$ cat config.mk
export PLATFORM = sky130hd
export DESIGN_NAME = prim_pad_input_conditioner
export DESIGN_NICKNAME = d
export VERILOG_FILES = /design/src/rtl/prim_pad_pkg.sv /design/src/rtl/prim_pad_sync.sv /design/src/rtl/prim_pad_input_conditioner.sv
export SDC_FILE = /design/constraint.sdc
export NUM_CORES = 1
export LEC_CHECK = 0
export BUFFER_PORTS_ARGS = -buffer_cell sky130_fd_sc_hd__buf_2
export CORE_MARGIN = 2
export CORE_UTILIZATION = 23
export CTS_BUF_LIST = sky130_fd_sc_hd__clkbuf_8
export DETAILED_ROUTE_END_ITERATION = 7
export GPL_TIMING_DRIVEN = 0
export MAX_ROUTING_LAYER = met4
export PLACE_DENSITY = 0.45
export RECOVER_POWER = 100
export SYNTH_ARGS = -nofsm -noshare
export SYNTH_HDL_FRONTEND = slang
export SYNTH_SLANG_ARGS = --single-unit
$ cat constraint.sdc
create_clock -name clk_i -period 1.6 [get_ports clk_i]
set_clock_uncertainty 0.05 [all_clocks]
set_input_delay 0.16 -clock clk_i [delete_from_list [all_inputs] [get_ports clk_i]]
set_output_delay 0.16 -clock clk_i [all_outputs]
set_load 0.01 [all_outputs]
$ cat src/rtl/prim_pad_pkg.sv
// Shared pad definitions: filter configuration type, default counter width
// and the bypass decode used by the input conditioner.
package prim_pad_pkg;

    localparam int unsigned PadCntWidth = 4;

    typedef struct packed {
        logic                   en;
        logic [PadCntWidth-1:0] thresh;
    } filter_cfg_t;

    // A zero threshold behaves exactly like a disabled filter.
    function automatic logic filter_is_bypass(input logic en, input logic thresh_is_zero);
        return (~en) | thresh_is_zero;
    endfunction

endpackage

$ cat src/rtl/prim_pad_sync.sv
// Multi-flop synchroniser for an asynchronous pad input; reset value is
// a parameter so the chain agrees with the downstream idle level.
module prim_pad_sync #(
    parameter int unsigned SyncStages = 2,
    parameter logic        ResetVal   = 1'b0
) (
    input  logic clk_i,
    input  logic rst_ni,
    input  logic d_i,
    output logic q_o
);

    logic [SyncStages-1:0] r_chain;

    // Shift the pad level through the synchroniser chain.
    always_ff @(posedge clk_i or negedge rst_ni) begin
        if (!rst_ni) begin
            r_chain <= {SyncStages{ResetVal}};
        end else begin
            r_chain <= {r_chain[SyncStages-2:0], d_i};
        end
    end

    assign q_o = r_chain[SyncStages-1];

endmodule

$ cat src/rtl/prim_pad_input_conditioner.sv
// Pad receive path: synchronise, glitch-filter with a programmable stability
// count, then report single-cycle edge pulses and sticky edge status.
module prim_pad_input_conditioner
    import prim_pad_pkg::*;
#(
    parameter int unsigned SyncStages = 2,
    parameter int unsigned CntWidth   = PadCntWidth,
    parameter logic        ResetVal   = 1'b0
) (
    input  logic                clk_i,
    input  logic                rst_ni,
    input  logic                pad_in_i,
    input  logic                filter_en_i,
    input  logic [CntWidth-1:0] filter_thresh_i,
    input  logic                status_clr_i,
    output logic                in_o,
    output logic                rise_o,
    output logic                fall_o,
    output logic                rise_sticky_o,
    output logic                fall_sticky_o
);

    logic                w_sync;
    logic                w_bypass;
    logic [CntWidth-1:0] w_thresh_m1;
    logic                w_filt_d;
    logic [CntWidth-1:0] w_cnt_d;
    logic                w_rise;
    logic                w_fall;

    logic                r_filt;
    logic                r_prev;
    logic [CntWidth-1:0] r_cnt;
    logic                r_rise_sticky;
    logic                r_fall_sticky;

    prim_pad_sync #(
        .SyncStages (SyncStages),
        .ResetVal   (ResetVal)
    ) u_sync (
        .clk_i  (clk_i),
        .rst_ni (rst_ni),
        .d_i    (pad_in_i),
        .q_o    (w_sync)
    );

    assign w_bypass    = filter_is_bypass(filter_en_i, (filter_thresh_i == '0));
    assign w_thresh_m1 = filter_thresh_i - CntWidth'(1);

    // Filter next state; '>=' lets a lowered threshold commit at once instead of wrapping.
    always_comb begin
        w_filt_d = r_filt;
        w_cnt_d  = r_cnt;
        if (w_bypass) begin
            w_filt_d = w_sync;
            w_cnt_d  = '0;
        end else if (w_sync == r_filt) begin
            w_cnt_d  = '0;
        end else if (r_cnt >= w_thresh_m1) begin
            w_filt_d = w_sync;
            w_cnt_d  = '0;
        end else begin
            w_cnt_d  = r_cnt + CntWidth'(1);
        end
    end

    // Filtered level, its one-cycle-old copy and the stability counter.
    always_ff @(posedge clk_i or negedge rst_ni) begin
        if (!rst_ni) begin
            r_filt <= ResetVal;
            r_prev <= ResetVal;
            r_cnt  <= '0;
        end else begin
            r_filt <= w_filt_d;
            r_prev <= r_filt;
            r_cnt  <= w_cnt_d;
        end
    end

    assign w_rise = r_filt & ~r_prev;
    assign w_fall = ~r_filt & r_prev;

    // Sticky status: a new edge outranks a simultaneous clear so no event is lost.
    always_ff @(posedge clk_i or negedge rst_ni) begin
        if (!rst_ni) begin
            r_rise_sticky <= 1'b0;
            r_fall_sticky <= 1'b0;
        end else begin
            r_rise_sticky <= w_rise | (r_rise_sticky & ~status_clr_i);
            r_fall_sticky <= w_fall | (r_fall_sticky & ~status_clr_i);
        end
    end

    assign in_o          = r_filt;
    assign rise_o        = w_rise;
    assign fall_o        = w_fall;
    assign rise_sticky_o = r_rise_sticky;
    assign fall_sticky_o = r_fall_sticky;

endmodule

==> metrics <==
Distinct cells, synth=16; kind of critical path=reg -> reg; Peak VDD IR=514.5 µV; cells along the critical path=ha_1 -> a221oi_2 -> nand2_2 -> mux2_4; clk slew on worst S/H paths=0.04 ns; Longest Clk Path Bufs=2; slew margin rel.=65.00%; CP Data Arrival Time=1.75 ns; area leader, netlist=dfrtp_1; Initial Utilization=25.06%; final setup vio count=5; FF/Latch Area=250.2 µm²; HP Start=status_clr_i; Final Hold Vio Count=0; Post-synth EDFFs=0; Die X=a little over 50 µm; I/O pin count=14; Final WS setup=-0.08618 ns; Skew-Pair Late Insertion Delay=0.23 ns; Synth Net Count=59; Multi-input gate area=roughly 270 µm²; final WL=between 800 and 900 µm; DIE AREA=between 2000 and 3000 µm²; Post-DRT Antenna Nets=0; GR Util All Layers=8.566%; largest delay contributor family on the critical path=flip-flops; internal power=514.7 µW; port bufs=13; most frequent cell after synthesis=dfrtp_1; Seq/Total Area, Yosys=49.38%; outcome=finished, violations left; peak fanout along the critical path=2; number of global-route vias before repair=370; Worst R2R Path Depth=4; Crit. End Element=flop; maxcap violations=0; H-tree depth=1; Sw Share=25.16%; root buffer cell=clkbuf_8; PnR Total Power=687.7 µW; r2r startpoint=r_cnt[3]; RSZ-0062 raised after global routing=yes; slew of the pin with the lowest slew margin=0.5249 ns; Area Overhead vs Synth=39.51%; Worst Setup Start Kind=flop; hold crit path type=in -> reg; DR WL/cell=9.505 µm; combinational power share=21.3%; first drt pass iteration count=2; largest cells by area after synthesis=dfrtp_1, ha_1, xnor2_1; async set-reset flop share out of synthesis=100.0%; vias per cell=4.099; # fillers=219; Hold EP=fall_sticky_o; Final #Nets=81; number of synthesized register bits=10; global-route wire length before repair=1518 µm; final critical-path required period=1.686 ns; Synth top area share=49.38%; Final TNS setup=-0.1845 ns; initial antenna violation count=0; core area=approximately 2000 µm²; r2r endpoint=in_o; drc violations=0; Antenna Diode Count=0; commonest register cell after synthesis=dfrtp_1; die extent in y=50.94 µm; Num CTS Buffers=3; r2r setup slk=-0.09 ns; hold slack=0.1744 ns; 1st-iter DRT viols=2; Final Max Slew Viols=0; leakage power=0.0003396 µW; P per Cell Area=between 900 and 1000 nW/µm²; num rows=16; failing checks=setup timing; Ys Warns=0; WHS Path Cells=3; CP peak stage delay=0.39 ns; Max Fclk=593.1 MHz; TritonCTS clock tree=yes; Final period util=105.4%; gpl congestion=0.6580; clock share of power=36.0%; Post-synth top cells=dfrtp_1, ha_1, inv_1, nor2_1, xnor2_1; largest net degree at the start of global routing=11; sw power=~170 µW; share of post-route cells with drive strength above 1=between 30% and 40%; Worst EP required=1.66 ns; WP buf/inv=0; total grt overflow=0; Vias=373; Mapped Cells=between 40 and 50; Avg Cell Area, Syn=11.52 µm²; slowest CP cell=dfrtp_1; Flop pwr share=42.7%; Cell Area, Synth=506.7 µm²; CTS Sinks=10
per-layer routing:
layer | share of wire, % | GRT usage [%] | vias up | wire length [µm]
met2 | 48 | 12.77 | 11 | 414
met5 | 0 | - | - | 0
met1 | 45 | 8.909 | 173 | 389
met4 | 0.81 | 4.054 | 0 | 7
li1 | - | - | 187 | -
met3 | 6.2 | 5.263 | 2 | 54
timing repair:
item | in CTS | in global routing
pin swaps | 1 | 3
endpoints found under the setup margin | 5 | 5
hold buffers | 2 | 0
resized for setup | 0 | 5
endpoints found under the hold margin | 11 | 0
setup buffers | 2 | 0
layout make-up:
type | count | area share [%]
Inverter | 5 | 2.655
Clock buffer | 3 | 5.841
Sequential cell | 10 | 35.40
Timing Repair Buffer | 17 | 13.10
Multi-Input combinational cell | 29 | 38.23
Tap cell | 27 | 4.779
cell usage in the layout (no fill, tap or decap), drive strengths merged:
cell type	n
dfrtp	10
buf	9
clkbuf	9
ha	6
inv	5
nor2	5
xnor2	3
xor2	2
nor2b	2
a21o	2
dlygate4sd3	2
nand3	2
nor3	1
nand2b	1
a221oi	1
or3b	1
o2111ai	1
nand2	1
mux2	1
through the flow:
step	std cells	util, %	setup WS [ns]	area (µm²)
after global placement	84	30.38	-0.2298	614.3
after detailed placement	84	30.38	-0.2111	614.3
after CTS	91	34.16	-0.07262	690.7
after global routing	91	34.96	-0.1730	706.9
after floorplan	44	-	-0.05583	515.5
final	91	34.96	-0.08618	706.9
logic make-up after synthesis:
family / Yosys count / share of synthesized area (%)
buffers and inverters: 5 / 3.704
AO/OA/AOI/OAI: 4 / 7.653
flip-flops: 10 / 49.38
adder cells (fa/ha/maj): 6 / 14.81
multiplexers: 1 / 2.962
XOR/XNOR: 5 / 8.644
AND/OR/NAND/NOR: 13 / 12.84
worst min-delay path: stages:
cell	delay, ns
buf_2	0.09
inv_1	0.06
a21o_1	0.10
state kept, by name (all words and copies together), names as in the netlist:
signal / cells
fall_sticky_o: 1
rise_sticky_o: 1
r_prev: 1
r_cnt: 4
in_o: 1
u_sync.r_chain: 2
power by group through the flow:
stage | sequential, µW | combinational, µW | clock (µW)
5_1_grt | 299 | 164 | 277
6_report | 294 | 146 | 247
4_1_cts | 294 | 135 | 263
3_3_place_gp | 299 | 120 | 0
3_5_place_dp | 300 | 121 | 0
2_1_floorplan | 304 | 68.8 | 0
worst max path at each step:
stage	from	slack, ns	cells past startpoint	endpoint
floorplan	r_cnt[0]	-0.06	6	in_o
global placement	filter_thresh_i[2]	-0.23	7	in_o
detailed placement	filter_thresh_i[2]	-0.21	7	in_o
CTS	r_cnt[0]	-0.07	6	in_o
global route	filter_thresh_i[2]	-0.17	7	in_o
finish	r_cnt[3]	-0.09	4	in_o
Power figures use the tool's default switching activity.
